[config.mk]
export PLATFORM = sky130hd
export DESIGN_NAME = uart_tx_fifo
export DESIGN_NICKNAME = d
export VERILOG_FILES = /design/src/rtl/uart_tx_fifo.sv
export SDC_FILE = /design/constraint.sdc
export NUM_CORES = 1
export LEC_CHECK = 0
export CAP_MARGIN = 25
export CORE_MARGIN = 2
export CORE_UTILIZATION = 53
export DETAILED_ROUTE_END_ITERATION = 8
export GPL_ROUTABILITY_DRIVEN = 0
export PLACE_DENSITY = 0.75
export SYNTH_ARGS = -nofsm -noshare
export SYNTH_HDL_FRONTEND = slang
export SYNTH_SLANG_ARGS = --single-unit
[constraint.sdc]
create_clock -name clk -period 2.9 [get_ports clk]
set_input_delay 0.435 -clock clk [delete_from_list [all_inputs] [get_ports clk]]
set_output_delay 0.435 -clock clk [all_outputs]
set_load 0.005 [all_outputs]
[src/rtl/uart_tx_fifo.sv]
// uart_tx_fifo: AXI4-Stream UART transmitter with an input FIFO,
// runtime parity, one or two stop bits and line-break generation.
module uart_tx_fifo #(
    parameter int DATA_WIDTH      = 8,
    parameter int FIFO_ADDR_WIDTH = 2
) (
    input  logic                     clk,
    input  logic                     rst,
    input  logic [DATA_WIDTH-1:0]    s_axis_tdata,
    input  logic                     s_axis_tvalid,
    output logic                     s_axis_tready,
    output logic                     txd,
    output logic                     busy,
    output logic [FIFO_ADDR_WIDTH:0] fifo_count,
    input  logic [15:0]              prescale,
    input  logic [1:0]               parity_mode,
    input  logic                     two_stop,
    input  logic                     send_break
);
    localparam int DEPTH = 1 << FIFO_ADDR_WIDTH;
    localparam int BW    = $clog2(DATA_WIDTH);
    localparam logic [FIFO_ADDR_WIDTH:0] FULL = (FIFO_ADDR_WIDTH+1)'(DEPTH);

    typedef enum logic [2:0] {
        IDLE, START, DATA, PARITY, STOP, BREAK, MARK
    } state_t;

    state_t                     state;
    logic [DATA_WIDTH-1:0]      mem [DEPTH];
    logic [FIFO_ADDR_WIDTH-1:0] wr_ptr;
    logic [FIFO_ADDR_WIDTH-1:0] rd_ptr;
    logic [DATA_WIDTH-1:0]      shreg;
    logic [BW-1:0]              bit_cnt;
    logic [18:0]                timer;
    logic [18:0]                bit_len;
    logic                       par_en;
    logic                       par_bit;
    logic                       stop2;
    logic                       stop_left;

    logic [15:0]           ps_eff;
    logic [18:0]           len_now;
    logic [DATA_WIDTH-1:0] head;
    logic                  wr_en;
    logic                  timer_done;
    logic                  frame_end;
    logic                  launch;
    logic                  go_break;
    logic                  go_start;

    assign ps_eff        = (prescale == 16'd0) ? 16'd1 : prescale;
    assign len_now       = {ps_eff, 3'b000} - 19'd1;
    assign head          = mem[rd_ptr];
    assign s_axis_tready = (fifo_count != FULL);
    assign busy          = (state != IDLE) || (fifo_count != '0);
    assign wr_en         = s_axis_tvalid && s_axis_tready;
    assign timer_done    = (timer == '0);

    // Frames and breaks chain directly from the last period, so
    // queued words follow with no idle cycle in between.
    assign frame_end = timer_done &&
                       ((state == STOP && !stop_left) || state == MARK);
    assign launch    = (state == IDLE) || frame_end;
    assign go_break  = launch && send_break;
    assign go_start  = launch && !send_break && (fifo_count != '0);

    always_ff @(posedge clk) begin
        if (wr_en) begin
            mem[wr_ptr] <= s_axis_tdata;
        end
    end

    always_ff @(posedge clk or posedge rst) begin
        if (rst) begin
            state      <= IDLE;
            txd        <= 1'b1;
            wr_ptr     <= '0;
            rd_ptr     <= '0;
            fifo_count <= '0;
            shreg      <= '0;
            bit_cnt    <= '0;
            timer      <= '0;
            bit_len    <= '0;
            par_en     <= 1'b0;
            par_bit    <= 1'b0;
            stop2      <= 1'b0;
            stop_left  <= 1'b0;
        end else begin
            if (wr_en) begin
                wr_ptr <= wr_ptr + 1'b1;
            end
            if (go_start) begin
                rd_ptr <= rd_ptr + 1'b1;
            end
            unique case ({wr_en, go_start})
                2'b10:   fifo_count <= fifo_count + 1'b1;
                2'b01:   fifo_count <= fifo_count - 1'b1;
                default: ;
            endcase

            unique case (1'b1)
                go_break: begin
                    state   <= BREAK;
                    txd     <= 1'b0;
                    timer   <= len_now;
                    bit_len <= len_now;
                end
                go_start: begin
                    state   <= START;
                    txd     <= 1'b0;
                    timer   <= len_now;
                    bit_len <= len_now;
                    shreg   <= head;
                    par_en  <= parity_mode[0] ^ parity_mode[1];
                    par_bit <= (^head) ^ (parity_mode == 2'b10);
                    stop2   <= two_stop;
                end
                default: begin
                    if (state != IDLE) begin
                        if (!timer_done) begin
                            timer <= timer - 19'd1;
                        end else begin
                            timer <= bit_len;
                            unique case (state)
                                START: begin
                                    txd     <= shreg[0];
                                    shreg   <= shreg >> 1;
                                    bit_cnt <= BW'(DATA_WIDTH-1);
                                    state   <= DATA;
                                end
                                DATA: begin
                                    if (bit_cnt != '0) begin
                                        txd     <= shreg[0];
                                        shreg   <= shreg >> 1;
                                        bit_cnt <= bit_cnt - 1'b1;
                                    end else if (par_en) begin
                                        txd   <= par_bit;
                                        state <= PARITY;
                                    end else begin
                                        txd       <= 1'b1;
                                        stop_left <= stop2;
                                        state     <= STOP;
                                    end
                                end
                                PARITY: begin
                                    txd       <= 1'b1;
                                    stop_left <= stop2;
                                    state     <= STOP;
                                end
                                STOP: begin
                                    if (stop_left) begin
                                        stop_left <= 1'b0;
                                    end else begin
                                        state <= IDLE;
                                    end
                                end
                                BREAK: begin
                                    if (!send_break) begin
                                        txd   <= 1'b1;
                                        state <= MARK;
                                    end
                                end
                                MARK:    state <= IDLE;
                                default: state <= IDLE;
                            endcase
                        end
                    end
                end
            endcase
        end
    end
endmodule
* Yosys cells after proc, flatten, opt, wreduce, memory -nomap -nowiden *
Memory sizes are Yosys's and may differ from the RTL's.
Index checks and enable logic that the tools add are counted.

storage, ports and cells
  bits in registers = 64
  bits in writable memories = 32
  bits of input ports = 31
  output and inout port bits = 6
  logic and storage cells = 110
  memories = 1

cells by class
  $add $sub $neg = 7
  eq/ne operators = 18
  muxes and demuxes = 32
  bitwise gates (word level) = 4
  reductions and logical operators = 35

memories
  name  depth  width  read ports  clocked after memory_dff  write ports  RTL line  source
  mem   4      8      1           0                         1            29        logic [DATA_WIDTH-1:0] mem [DEPTH];

operators with widths
  cell                                                  count
  two-way mux 19 bit                                    3
  subtractor 19 x 1 -> 19 bit (second input constant)   2
  one-hot mux 8 bit (2 select lines)                    2
  two-way mux 8 bit                                     3
  two-way mux 3 bit                                     7
  nonzero test 3 bit                                    7
  zero test 19 bit                                      1
  one-hot mux 3 bit (2 select lines)                    3
  zero test 16 bit                                      1
  two-way mux 16 bit                                    1
  one-hot mux 3 bit (5 select lines)                    1
  AND reduction 5 bit                                   3
  inequality test 4 bit (second input constant)         3
  nonzero test 2 bit                                    6
  two-way mux 1 bit                                     10
  equality test 3 bit (second input constant)           3
  inequality test 3 bit (second input constant)         3
  XOR reduction 8 bit                                   1
  equality test 3 x 2 -> 1 bit (second input constant)  2
  logical AND 1 bit                                     6
  inequality test 2 bit (second input constant)         3
  AND reduction 6 bit                                   1
  subtractor 3 x 1 -> 3 bit (second input constant)     2
  nonzero test 5 bit                                    1
  other kinds (14)                                      21

* Longest topological paths before layout *
  depth after elaboration = 10
  mapped depth = 15
  mapped depth without buffers = 13

* Worst setup path after synthesis *
No wires, ideal clock.

  path kind = register -> register
  from = register timer[0]
  to = register fifo_count[2]
  library setup time = 0.079 ns
  arrival = 2.919 ns
  required time = 2.821 ns
  setup slack = -0.098 ns
  stages on the path, launching flop included = 16
  path buffers = 2
  period minus slack after synthesis = 2.998 ns
  path through = dfrtp_1 -> inv_1 -> ha_1 -> nor4b_4 -> and4b_4 -> a31oi_1 -> or3_1 -> buf_6 -> clkinv_2 -> buf_8 -> ha_1 -> inv_1 -> fa_1 -> xor2_1 -> nor2_1 -> xor2_1

on the way
  word-level cells in the longest chain between the ends = 7
  elaborated cells on any way between the ends = 9
  those cells by class = eq/ne: 2; mux: 1; reduce/logical: 6

RTL lines
  element                                                                          RTL line  source
  from (decl)                                                                      34        logic [18:0] timer;
  from (signal assigned)                                                           105       timer <= len_now;
  from (signal assigned)                                                           111       timer <= len_now;
  from (signal assigned)                                                           121       timer <= timer - 19'd1;
  zero test 19 bit (*)                                                             57        assign timer_done = (timer == '0);
  logical AND 1 bit (*)                                                            61        assign frame_end = timer_done &&
  logical OR 1 bit (*)                                                             63        assign launch = (state == IDLE) || frame_end;
  logical AND 1 bit (*) (2 in series)                                              65        assign go_start = launch && !send_break && (fifo_count != '0);
  named net go_start                                                               49        logic go_start;
  equality test 2 x 1 -> 1 bit / equality test 2 bit (equally long branches)       95        unique case ({wr_en, go_start})
  one-hot mux 3 bit (2 select lines) / nonzero test 2 bit (equally long branches)  -
  to (signal assigned)                                                             96        2'b10: fifo_count <= fifo_count + 1'b1;
  to (signal assigned)                                                             97        2'b01: fifo_count <= fifo_count - 1'b1;
  to (decl)                                                                        14        output logic [FIFO_ADDR_WIDTH:0] fifo_count,

Mark *: on every way through the listed nets, which the timed path passes. The rest lies on a longest branch.
A chain may end at the register's enable or synchronous reset.

* Final worst setup path *
  from = register timer[1]
  to = register fifo_count[2]

on the way
  word-level cells in the longest chain between the ends = 7
  elaborated cells on any way between the ends = 9
  those cells by class = eq/ne: 2; mux: 1; reduce/logical: 6

RTL lines
  element                                                                          RTL line
  zero test 19 bit (*)                                                             57
  logical AND 1 bit (*)                                                            61
  logical OR 1 bit (*)                                                             63
  logical AND 1 bit (*) (2 in series)                                              65
  equality test 2 x 1 -> 1 bit / equality test 2 bit (equally long branches)       95
  one-hot mux 3 bit (2 select lines) / nonzero test 2 bit (equally long branches)  -

Mark *: on every way between the ends. The rest lies on a longest branch, timed or not.

==> qor.csv <==
stage;metric;value;unit
synthesis;Synth Net Count;509;
sta;WHS;0.481;ns
routing;First-pass DRT Iterations;4;
power_and_ir_drop;Static Leak;2.37;nW
sta;highest clock rate;367;MHz
synthesis;number of unique standard cell types used by synthesis;64;
synthesis;number of synthesized flops with an enable pin;32;
clock_network;CTS tree;yes;
floorplanning;die area;10300;um^2
final_layout;multi-input logic area;2380;um^2
synthesis;sequential fraction of the synthesis area;0.500;
worst_setup_path;maximum fanout encountered on the critical timing path;5;
floorplanning;number of top-level pins;37;
floorplanning;count of standard-cell rows;35;
synthesis;top area cells in the synthesized netlist;sky130_fd_sc_hd__dfrtp_1 30%, sky130_fd_sc_hd__edfxtp_1 19%, sky130_fd_sc_hd__xnor2_1 4.2%, sky130_fd_sc_hd__mux4_2 3.6%, sky130_fd_sc_hd__nand2_1 3.5%;
synthesis;flops & latches, synth;94;
worst_setup_path;launch point of the worst reg-to-reg path;timer[1]$_DFFE_PP0P_;
grt;GRT Resource Usage Total;0.220;
synthesis;proportion of register bits with asynchronous set or reset after synthesis;0.660;
grt;grt met1 use;0.281;
worst_setup_path;crit path capture type;flip-flop;
floorplanning;placeable core area;9240;um^2
placement;Post-Place Cells;658;
sta;part of the cycle the worst path needs;0.940;
final_layout;area used by sequential logic in the layout;2510;um^2
power_and_ir_drop;peak ir drop on the vdd network;453;uV
sta;Final Setup Violations;0;
grt;layer carrying the most global-route usage;met2;
floorplanning;die boundary width;101;um
power_and_ir_drop;Cell Pwr Density;888;nW/um^2
synthesis;most repeated cell in the gate-level netlist after synthesis;sky130_fd_sc_hd__dfrtp_1;
worst_setup_path;Arrival @ worst endpoint;3.02;ns
synthesis;synthesized instance count;467;
synthesis;prevailing post-synth register cell;sky130_fd_sc_hd__dfrtp_1;
worst_setup_path;chain of cells forming the critical path;inv_1, ha_4, nor4b_4, and4b_4, a31oi_1, or3_4, clkinv_2, ha_4, inv_1, fa_2, xor2_1, nor2_1, xor2_1;
worst_setup_path;Largest stage delay, worst path;0.41;ns
clock_network;clock latency on the worst-skew pair;0.37;ns
placement;post-place instance area;5830;um^2
sta;RSZ-0062 raised after global routing;no;
worst_setup_path;cell at the slowest stage of the critical path;sky130_fd_sc_hd__dfrtp_1;
final_layout;count of filler cells inserted in the layout;741;
hold_path;class of the tightest hold or removal check;reg -> reg;
placement;number of port buffers;36;
hold_path;startpoint of the worst hold path;bit_cnt[0]$_DFFE_PP0P_;
synthesis;most frequent cells after synthesis;61 x sky130_fd_sc_hd__dfrtp_1, 47 x sky130_fd_sc_hd__nand2_1, 41 x sky130_fd_sc_hd__nor2_1;
routing;vias;3821;
grt;pin count of the biggest net entering global routing;46;
final_layout;net total in the final layout;583;
placement;pre-CTS setup slack;-0.227;ns
power_and_ir_drop;Tot Pwr;5.38;mW
synthesis;synthesis warning total;0;
grt;met3 Resource Use GR;0.0297;
sta;hold violation total from the final report;0;
grt;total grt overflow;0;
clock_network;Clock transition at path regs;0.10;ns
grt;M2 GR Usage;0.389;
final_layout;ant diodes;0;
synthesis;post-synth design cell area;5030;um^2
synthesis;post-synthesis cell type with the largest combined area;sky130_fd_sc_hd__dfrtp_1;
worst_setup_path;critical path type;reg -> reg;
sta;Max Transition Viols Final;0;
final_layout;Final Non-Filler Cells;675;
sta;time the worst path needs with I/O delays and setup;2.73;ns
worst_setup_path;WP data required;3.20;ns
worst_setup_path;startpoint type of the worst setup path;flip-flop;
power_and_ir_drop;Internal Power;3.36;mW
sta;normalized max-slew margin;0.612;
run_status;outcome;finished, final reports clean;
routing;antenna violation net count after detailed routing;0;
clock_network;clock buffers created by TritonCTS;9;
routing;post-detailed-route wirelength per cell;15.7;um
placement;placed wire-length estimate;7650;um
final_layout;ratio of cells with drive above 1 in the final layout;0.190;
routing;DR iter-0 viols;219;
grt;antenna violations before repair;0;
power_and_ir_drop;Net Sw Power;2.02;mW
sta;post-route setup slack;0.174;ns
power_and_ir_drop;switching share of power;0.375;
synthesis;synthesized area per cell;10.8;um^2
clock_network;cell at the root of the clock tree;sky130_fd_sc_hd__clkbuf_8;
routing;number of design rule violations left after detail routing;0;
synthesis;post-synth top area share;0.303;
power_and_ir_drop;part of the total power dissipated in the clock network;0.160;
power_and_ir_drop;combinational group share of total power;0.412;
grt;number of global-route vias before repair;3770;
floorplanning;die height;101;um
power_and_ir_drop;fraction of power consumed by sequential logic;0.428;
clock_network;number of sinks driven by the clock tree;94;
routing;average via count per standard cell;5.66;
sta;Worst-Margin Slew;0.582;ns
floorplanning;Starting Density;0.544;
clock_network;Clock H-tree levels;3;
final_layout;layout overhead on the synthesized area;20.4;%
routing;overall routed net length;10600;um
final_layout;finished layout cell area;6060;um^2
flow_run;max-cap violation count;0;
worst_setup_path;first element of the critical path;timer[1]$_DFFE_PP0P_;
grt;global-route wire length before repair;17700;um
clock_network;Max clock buf depth;2;
sta;Fin Clk Skew;0.0136;ns
[placed cells by master (no fill, tap or decap), types with 4 or more instances in the layout]
cell type	n
sky130_fd_sc_hd__xnor2_1	24
sky130_fd_sc_hd__edfxtp_1	32
sky130_fd_sc_hd__dfrtp_1	61
sky130_fd_sc_hd__or4_1	6
sky130_fd_sc_hd__buf_4	46
sky130_fd_sc_hd__nor3_2	4
sky130_fd_sc_hd__nor2_1	41
sky130_fd_sc_hd__o211ai_1	7
sky130_fd_sc_hd__nand3_1	15
sky130_fd_sc_hd__clkbuf_8	9
sky130_fd_sc_hd__a22oi_1	7
sky130_fd_sc_hd__mux4_2	8
sky130_fd_sc_hd__a21oi_1	21
sky130_fd_sc_hd__and3_1	4
sky130_fd_sc_hd__nand2_1	47
sky130_fd_sc_hd__nor3_1	13
sky130_fd_sc_hd__or3_1	6
sky130_fd_sc_hd__nand4_1	4
sky130_fd_sc_hd__xor2_1	12
sky130_fd_sc_hd__inv_1	14
sky130_fd_sc_hd__nor4_1	4
sky130_fd_sc_hd__o21a_1	11
sky130_fd_sc_hd__nand2b_1	6
sky130_fd_sc_hd__a31oi_1	6
sky130_fd_sc_hd__ha_1	8
sky130_fd_sc_hd__nor2b_1	4
sky130_fd_sc_hd__mux2_2	10
sky130_fd_sc_hd__clkdlybuf4s50_1	36
sky130_fd_sc_hd__o21ai_0	20
[kinds of logic after synthesis]
logic type	synth area share
simple gates	0.185
xor+xnor	0.0627
mux	0.0642
buf+inv	0.0348
flops	0.500
fa+ha+maj	0.0288
compound gates	0.125
[power by group through the flow]
stage / combinational (mW) / clock [mW] / sequential, mW
2_1_floorplan: 1.71 / 0 / 2.17
3_5_place_dp: 2.19 / 0 / 2.34
5_1_grt: 2.47 / 0.936 / 2.37
4_1_cts: 2.20 / 0.873 / 2.31
3_3_place_gp: 2.11 / 0 / 2.31
6_report: 2.22 / 0.862 / 2.30
[worst paths after layout]
check | cells past startpoint | to | slack (ns)
setup / recovery | 13 | fifo_count[2]$_DFFE_PP0P_ | 0.17
hold / removal | 1 | bit_cnt[0]$_DFFE_PP0P_ | 0.48
setup reg to reg | 13 | fifo_count[2]$_DFFE_PP0P_ | 0.17
hold reg to reg | 1 | bit_cnt[0]$_DFFE_PP0P_ | 0.48
max in group asynchronous | 4 | shreg[1]$_DFFE_PP0P_ | 1.72
min in group asynchronous | 3 | timer[16]$_DFFE_PP0P_ | 0.52
[what timing repair did]
| action | in CTS | in global routing |
|---|---|---|
| resized for setup | 0 | 4 |
| hold buffers | 0 | 0 |
| endpoints found under the setup margin | 0 | 2 |
| buffers inserted | 0 | 1 |
[through the flow]
step | TNS (ns) | util
after global placement | -0.348 | 0.631
after detailed placement | -0.830 | 0.631
after floorplan | -0.0627 | -
final | 0 | 0.656
after CTS | 0 | 0.652
after global routing | 0 | 0.656
[sequential cells by signal, summed over array words and instances (netlist names)]
name        count
par_bit         1
par_en          1
stop_left       1
timer          19
shreg           8
rd_ptr          2
state           3
fifo_count      3
stop2           1
bit_len        17
bit_cnt         3
txd             1
wr_ptr          2
mem            32
[critical path: cells and delay by family, from the launching register on]
family	cells	cell delay, ns
and+or+nand+nor	4	0.98
buffers and inverters	3	0.24
DFF	1	0.41
xor gates and xnor gates	2	0.29
AOI/OAI and AO/OA	1	0.13
adders and majority gates	3	0.62
[layout make-up]
type / instances / share of cell area
repair buffers: 84 / 0.123
multi-input cells: 336 / 0.394
well taps: 129 / 0.0266
inverters: 16 / 0.0101
flip-flops and latches: 94 / 0.415
clock buffers: 9 / 0.0204
clock inverters: 7 / 0.0112
[layer usage]
metal	up-vias	wire length, um
li1	1854	-
met1	1878	4680
met2	81	5510
met3	8	321
met4	0	78
met5	-	0
Note: power is estimated with default switching activity, not from simulation.
